### src/rtl/qrcode_pkg.sv
// Shared definitions for the QR finder-pattern detector register port: address map,
// result word layout and the bus sequencer state encoding.
package qrcode_pkg;

   typedef enum logic [3:0] {
      StIdle,
      StArm,
      StClrRd,
      StClrChk,
      StSetRd,
      StSetChk,
      StGap,
      StDrnRd,
      StDrnChk,
      StOut,
      StDone
   } qr_state_e;

   localparam logic [10:0] cQR_CTRL_ADDR   = 11'h000;
   localparam logic [10:0] cQR_RESULT_BASE = 11'h400;
   localparam logic [31:0] cQR_TERMINATOR  = 32'hFFFF_FFFF;

   localparam int unsigned cQR_UPDATE_BIT = 0;
   localparam int unsigned cQR_FIELD_W    = 10;
   localparam int unsigned cQR_LINE_LSB   = 20;
   localparam int unsigned cQR_HST_LSB    = 10;
   localparam int unsigned cQR_HED_LSB    = 0;

   function automatic logic [10:0] qr_result_addr(input logic [9:0] idx);
      return cQR_RESULT_BASE | {1'b0, idx};
   endfunction

endpackage

### src/rtl/qrcode_frame_sequencer.sv
// Bus-side controller for the QR detector: arms a frame, polls UPDATE, drains the result RAM
// up to the terminator and streams each centre-run entry with a ready/valid handshake.
module qrcode_frame_sequencer
   import qrcode_pkg::*;
#(
   parameter int unsigned pMAX_ENTRIES = 1023,
   parameter int unsigned pPOLL_GAP    = 15,
   parameter logic [23:0] pTIMEOUT     = 24'd8_000_000
) (
   input  logic        iCLK,
   input  logic        iRESET,
   input  logic        iSTART,
   input  logic        iCONTINUOUS,
   input  logic [1:0]  iOUTMODE,
   output logic        oBUSY,
   output logic [10:0] oADDRESS,
   output logic [31:0] oWRITE_DATA,
   output logic        oWRITE,
   output logic        oREAD,
   input  logic [31:0] iREAD_DATA,
   output logic        oENT_VALID,
   input  logic        iENT_READY,
   output logic [9:0]  oENT_LINE,
   output logic [9:0]  oENT_HST,
   output logic [9:0]  oENT_HED,
   output logic        oFRAME_DONE,
   output logic [9:0]  oENT_COUNT,
   output logic        oTIMEOUT
);

   localparam logic [9:0]  cMaxIdx  = 10'(pMAX_ENTRIES);
   localparam logic [15:0] cGapLast = 16'(pPOLL_GAP - 1);

   qr_state_e   state_q, state_d;
   logic [9:0]  idx_q, idx_d;
   logic [15:0] gap_q, gap_d;
   logic [23:0] tmo_q, tmo_d;
   logic        poll_set_q, poll_set_d;
   logic [10:0] addr_q, addr_d;
   logic [31:0] wdata_q, wdata_d;
   logic        write_q, write_d, read_q, read_d;
   logic        busy_q, busy_d, valid_q, valid_d;
   logic        done_q, done_d, tmo_pulse_q, tmo_pulse_d;
   logic [9:0]  line_q, line_d, hst_q, hst_d, hed_q, hed_d, count_q, count_d;
   logic        polling, timed_out;

   always_comb begin
      state_d     = state_q;
      idx_d       = idx_q;
      gap_d       = gap_q;
      tmo_d       = tmo_q;
      poll_set_d  = poll_set_q;
      addr_d      = addr_q;
      wdata_d     = wdata_q;
      line_d      = line_q;
      hst_d       = hst_q;
      hed_d       = hed_q;
      count_d     = count_q;

      // The abort timer only covers the arm-to-complete wait, never the drain.
      polling   = state_q inside {StClrRd, StClrChk, StSetRd, StSetChk, StGap};
      timed_out = polling && ((tmo_q + 24'd1) >= pTIMEOUT);
      if (polling) begin
         tmo_d = tmo_q + 24'd1;
      end

      case (state_q)
         StIdle: begin
            if (iSTART) state_d = StArm;
         end
         StArm: begin
            tmo_d   = '0;
            state_d = StClrRd;
         end
         StClrRd:  state_d = StClrChk;
         StClrChk: begin
            if (!iREAD_DATA[cQR_UPDATE_BIT]) begin
               state_d = StSetRd;
            end else begin
               poll_set_d = 1'b0;
               state_d    = StGap;
            end
         end
         StSetRd:  state_d = StSetChk;
         StSetChk: begin
            if (iREAD_DATA[cQR_UPDATE_BIT]) begin
               idx_d   = '0;
               state_d = StDrnRd;
            end else begin
               poll_set_d = 1'b1;
               state_d    = StGap;
            end
         end
         StGap: begin
            if (gap_q == cGapLast) begin
               gap_d   = '0;
               state_d = poll_set_q ? StSetRd : StClrRd;
            end else begin
               gap_d = gap_q + 16'd1;
            end
         end
         StDrnRd:  state_d = StDrnChk;
         StDrnChk: begin
            if (iREAD_DATA == cQR_TERMINATOR || idx_q == cMaxIdx) begin
               count_d = idx_q;
               state_d = StDone;
            end else begin
               line_d  = iREAD_DATA[cQR_LINE_LSB +: cQR_FIELD_W];
               hst_d   = iREAD_DATA[cQR_HST_LSB +: cQR_FIELD_W];
               hed_d   = iREAD_DATA[cQR_HED_LSB +: cQR_FIELD_W];
               state_d = StOut;
            end
         end
         StOut: begin
            if (iENT_READY) begin
               idx_d   = idx_q + 10'd1;
               state_d = StDrnRd;
            end
         end
         StDone:  state_d = iCONTINUOUS ? StArm : StIdle;
         default: state_d = StIdle;
      endcase

      if (timed_out) begin
         state_d = StIdle;
         tmo_d   = '0;
         gap_d   = '0;
      end

      // Outputs are decoded from the state being entered, so they are registered yet
      // line up with the state they belong to.
      read_d      = state_d inside {StClrRd, StSetRd, StDrnRd};
      write_d     = (state_d == StArm) || timed_out;
      busy_d      = state_d != StIdle;
      valid_d     = state_d == StOut;
      done_d      = state_d == StDone;
      tmo_pulse_d = timed_out;

      if (timed_out) begin
         addr_d  = cQR_CTRL_ADDR;
         wdata_d = {29'b0, iOUTMODE, 1'b0};
      end else if (state_d == StArm) begin
         addr_d  = cQR_CTRL_ADDR;
         wdata_d = {29'b0, iOUTMODE, 1'b1};
      end else if (state_d == StClrRd || state_d == StSetRd) begin
         addr_d = cQR_CTRL_ADDR;
      end else if (state_d == StDrnRd) begin
         addr_d = qr_result_addr(idx_d);
      end
   end

   always_ff @(posedge iCLK or posedge iRESET) begin
      if (iRESET) begin
         state_q     <= StIdle;
         idx_q       <= '0;
         gap_q       <= '0;
         tmo_q       <= '0;
         poll_set_q  <= 1'b0;
         addr_q      <= '0;
         wdata_q     <= '0;
         write_q     <= 1'b0;
         read_q      <= 1'b0;
         busy_q      <= 1'b0;
         valid_q     <= 1'b0;
         done_q      <= 1'b0;
         tmo_pulse_q <= 1'b0;
         line_q      <= '0;
         hst_q       <= '0;
         hed_q       <= '0;
         count_q     <= '0;
      end else begin
         state_q     <= state_d;
         idx_q       <= idx_d;
         gap_q       <= gap_d;
         tmo_q       <= tmo_d;
         poll_set_q  <= poll_set_d;
         addr_q      <= addr_d;
         wdata_q     <= wdata_d;
         write_q     <= write_d;
         read_q      <= read_d;
         busy_q      <= busy_d;
         valid_q     <= valid_d;
         done_q      <= done_d;
         tmo_pulse_q <= tmo_pulse_d;
         line_q      <= line_d;
         hst_q       <= hst_d;
         hed_q       <= hed_d;
         count_q     <= count_d;
      end
   end

   assign oBUSY       = busy_q;
   assign oADDRESS    = addr_q;
   assign oWRITE_DATA = wdata_q;
   assign oWRITE      = write_q;
   assign oREAD       = read_q;
   assign oENT_VALID  = valid_q;
   assign oENT_LINE   = line_q;
   assign oENT_HST    = hst_q;
   assign oENT_HED    = hed_q;
   assign oFRAME_DONE = done_q;
   assign oENT_COUNT  = count_q;
   assign oTIMEOUT    = tmo_pulse_q;

endmodule

### config.mk
export PLATFORM = sky130hd
export DESIGN_NAME = qrcode_frame_sequencer
export DESIGN_NICKNAME = d
export VERILOG_FILES = /design/src/rtl/qrcode_pkg.sv /design/src/rtl/qrcode_frame_sequencer.sv
export SDC_FILE = /design/constraint.sdc
export NUM_CORES = 1
export LEC_CHECK = 0
export ABC_AREA = 1
export BUFFER_PORTS_ARGS = -buffer_cell sky130_fd_sc_hd__buf_4
export CORE_MARGIN = 5
export CORE_UTILIZATION = 55
export CTS_CLUSTER_DIAMETER = 100
export DETAILED_ROUTE_END_ITERATION = 12
export PLACE_DENSITY = 0.8
export SLEW_MARGIN = 5
export SYNTH_ARGS = -nofsm -noshare
export SYNTH_HDL_FRONTEND = slang
export SYNTH_SLANG_ARGS = --single-unit
### constraint.sdc
create_clock -name iCLK -period 4.5 [get_ports iCLK]
set_input_delay 0.675 -clock iCLK [delete_from_list [all_inputs] [get_ports iCLK]]
set_output_delay 0.675 -clock iCLK [all_outputs]
set_load 0.005 [all_outputs]
==> out/qor.yml <==
p_per_area_nw_per_um2: 568
synthArstFlopShare_pct: 100
synth.distinct_cells: 45
cts.sinks: 115
grt_pass1_wl_um: 23900
initial_core_util_pct: 55.8
avgSynthCellArea_sq_um: 7.95
post_cts_buffers: 0
final_cells: 1014
dieWidth_um: 115
grt_pass1_vias: 5126
num_vias: 5386
hold_path_depth: 3
totalWireLength_um: 14700
h-tree-depth: 4
holdWs_ns: 0.353
die_h_um: 115
r2r_end: "tmo_q[18]$_DFFE_PP0P_"
antenna_found_initial: 0
path_max_fanout: 15
yosys_warnings: 0
critical_path_class: "reg2reg"
synthFlopType: "dfrtp_1"
p_leak_nw: 3.80
root_buffer: "clkbuf_8"
max_cap_viol_count: 0
ys_seq_elements: 115
finClkSkew_ns: 0.0114
syn_area_sq_um: 6020
tns_ns: 0
min_period_ns: 2.77
grt_usage_pct: 23.0
max_freq_mhz: 361
place_ws_ns: 1.61
final_layout_size_suffix_gt1_share_pct: 19.0
diodes: 0
grt_max_degree: 90
post-route-period-util_pct: 61.5
fin_nets: 904
critPathLaunchType: "flop"
insertion_delay_ns: 0.53
coreArea_sq_um: 10800
setup_ws_ns: 1.73
gp_congestion: 0.960
critPathCaptureType: "flop"
first_pass_iters: 5
reg2reg_depth: 15
viasPerCell: 5.31
die_area_sq_um: 13100
cts_made_buffers: 17
design_area_sq_um: 7310
syn-instance-count: 758
final_core_util_pct: 67.7
ant_nets: 0
hold_end: "oWRITE_DATA[2]$_DFFE_PP0P_"
dpl_cell_area_sq_um: 6760
first_iter_violations: 424
status: "complete, no violations"
final_common_cell: "nand2_1"
synth_area_leaders: "dfrtp_1 48%, nand2_1 15%, inv_1 5.4%"
clock_path_buffers: 2
cts.reportedPaths.clkPinSlew_ns: 0.06
synth-edff-count: 0
rows: 38
synthToLayoutAreaGrowth_pct: 21.3
numPortBuffers: 98
required_ns: 4.92
wire_per_inst_um: 14.5
total_power_mw: 4.15
setup_viol: 0
rsz0062_at_grt: "no"
cts_hold_buffers: 0
ff2ff_setup_slack_ns: 1.73
cts_tree: "built"
hold_viol: 0
synth_top_area_share_pct: 47.8
cp.arrival_ns: 3.19
rr_startpoint: "tmo_q[0]$_DFFE_PP0P_"
remaining_drc_errors: 0
yosys.area.top_type: "dfrtp_1"
overflow: 0
drv_slew: 0
hp-start: "iOUTMODE[1]"
holdCritPathClass: "in2reg"
ys_seq_area_share_pct: 47.8
worstMarginPinSlew_ns: 1.08
relSlewSlack_pct: 27.9
cts-resized-gates: 0
ir_drop_v: 0.000397
place_inst: 982
io_pins: 128
layout_common_cells: "242 x nand2_1, 115 x dfrtp_1, 101 x buf_4, 85 x inv_1, 58 x nor2_1"
dpl.hpwl_um: 10600
[critical path: stages, from the launching register on]
cell	delay [ns]
dfrtp_1	0.40
ha_1	0.24
nand2_2	0.08
nor2_4	0.15
nand2_4	0.12
nor2_8	0.16
nand2_1	0.06
nand2_1	0.10
nand2_1	0.08
nor2_2	0.07
nand2_1	0.07
nand3_1	0.09
nand3_2	0.13
nor2_1	0.43
inv_2	0.25
o22ai_1	0.22
[cell families (layout without fill, tap and decap cells)]
family / Yosys count / in the layout / synth area share [%]
other cells: 1 / 29 / 0.0622
flops: 115 / 115 / 47.8
simple gates: 409 / 409 / 31.0
xor+xnor: 13 / 13 / 1.89
fa+ha+maj: 4 / 4 / 0.831
buf+inv: 136 / 224 / 10.8
compound gates: 80 / 80 / 7.64
[worst max path at each step]
stage | to | from | depth (start not counted) | slack, ns
after CTS | oADDRESS[9]$_DFFE_PP0P_ | tmo_q[0]$_DFFE_PP0P_ | 19 | 1.79
after floorplan | gap_q[0]$_DFFE_PP0P_ | iRESET | 1 | 0.78
after global placement | oADDRESS[10]$_DFFE_PP0P_ | iREAD_DATA[29] | 13 | 1.69
final | tmo_q[18]$_DFFE_PP0P_ | tmo_q[0]$_DFFE_PP0P_ | 15 | 1.73
after global routing | tmo_q[4]$_DFFE_PP0P_ | tmo_q[0]$_DFFE_PP0P_ | 15 | 1.53
after detailed placement | oADDRESS[9]$_DFFE_PP0P_ | iREAD_DATA[29] | 13 | 1.61
[power by group]
part / switching [mW] / internal [mW] / total [mW]
clock: 0.507 / 0.736 / 1.24
sequential: 0.190 / 1.30 / 1.49
combinational: 0.878 / 0.542 / 1.42
total: 1.58 / 2.58 / 4.15
[state kept, by name, summed over array words and instances (netlist names), 10 cells and up]
signal	flops
tmo_q	24
gap_q	16
oADDRESS	11
idx_q	10
oENT_COUNT	10
oENT_HED	10
oENT_HST	10
oENT_LINE	10
[area by class of cell]
type	instances	area [sq um]
fillers	860	3490
flip-flops and latches	115	2880
multi-input cells	535	2600
repair buffers	101	758
clock buffers	18	418
inverters	91	349
well taps	140	175
clock inverters	14	130
[routing by layer]
metal  vias up  wire, um  track usage, %
li1       2594         -               -
met1      2564      5860            27.2
met2       199      7630            40.9
met3        29       859            5.76
met4         0       303            7.21
met5         -         0               0
[cells in the mapped netlist (6+ instances only)]
| master | number |
|---|---|
| buf_4 | 30 |
| nand2_1 | 242 |
| o21ai_0 | 40 |
| o22ai_1 | 11 |
| dfrtp_1 | 115 |
| nor3_1 | 15 |
| a21oi_1 | 13 |
| nor2_1 | 58 |
| inv_1 | 86 |
| nand3_1 | 26 |
| nor2_4 | 8 |
| xor2_1 | 10 |
| nand2_2 | 6 |
| clkbuf_1 | 9 |
| nand4_1 | 32 |
No activity file was read; power rests on OpenSTA's default activity.
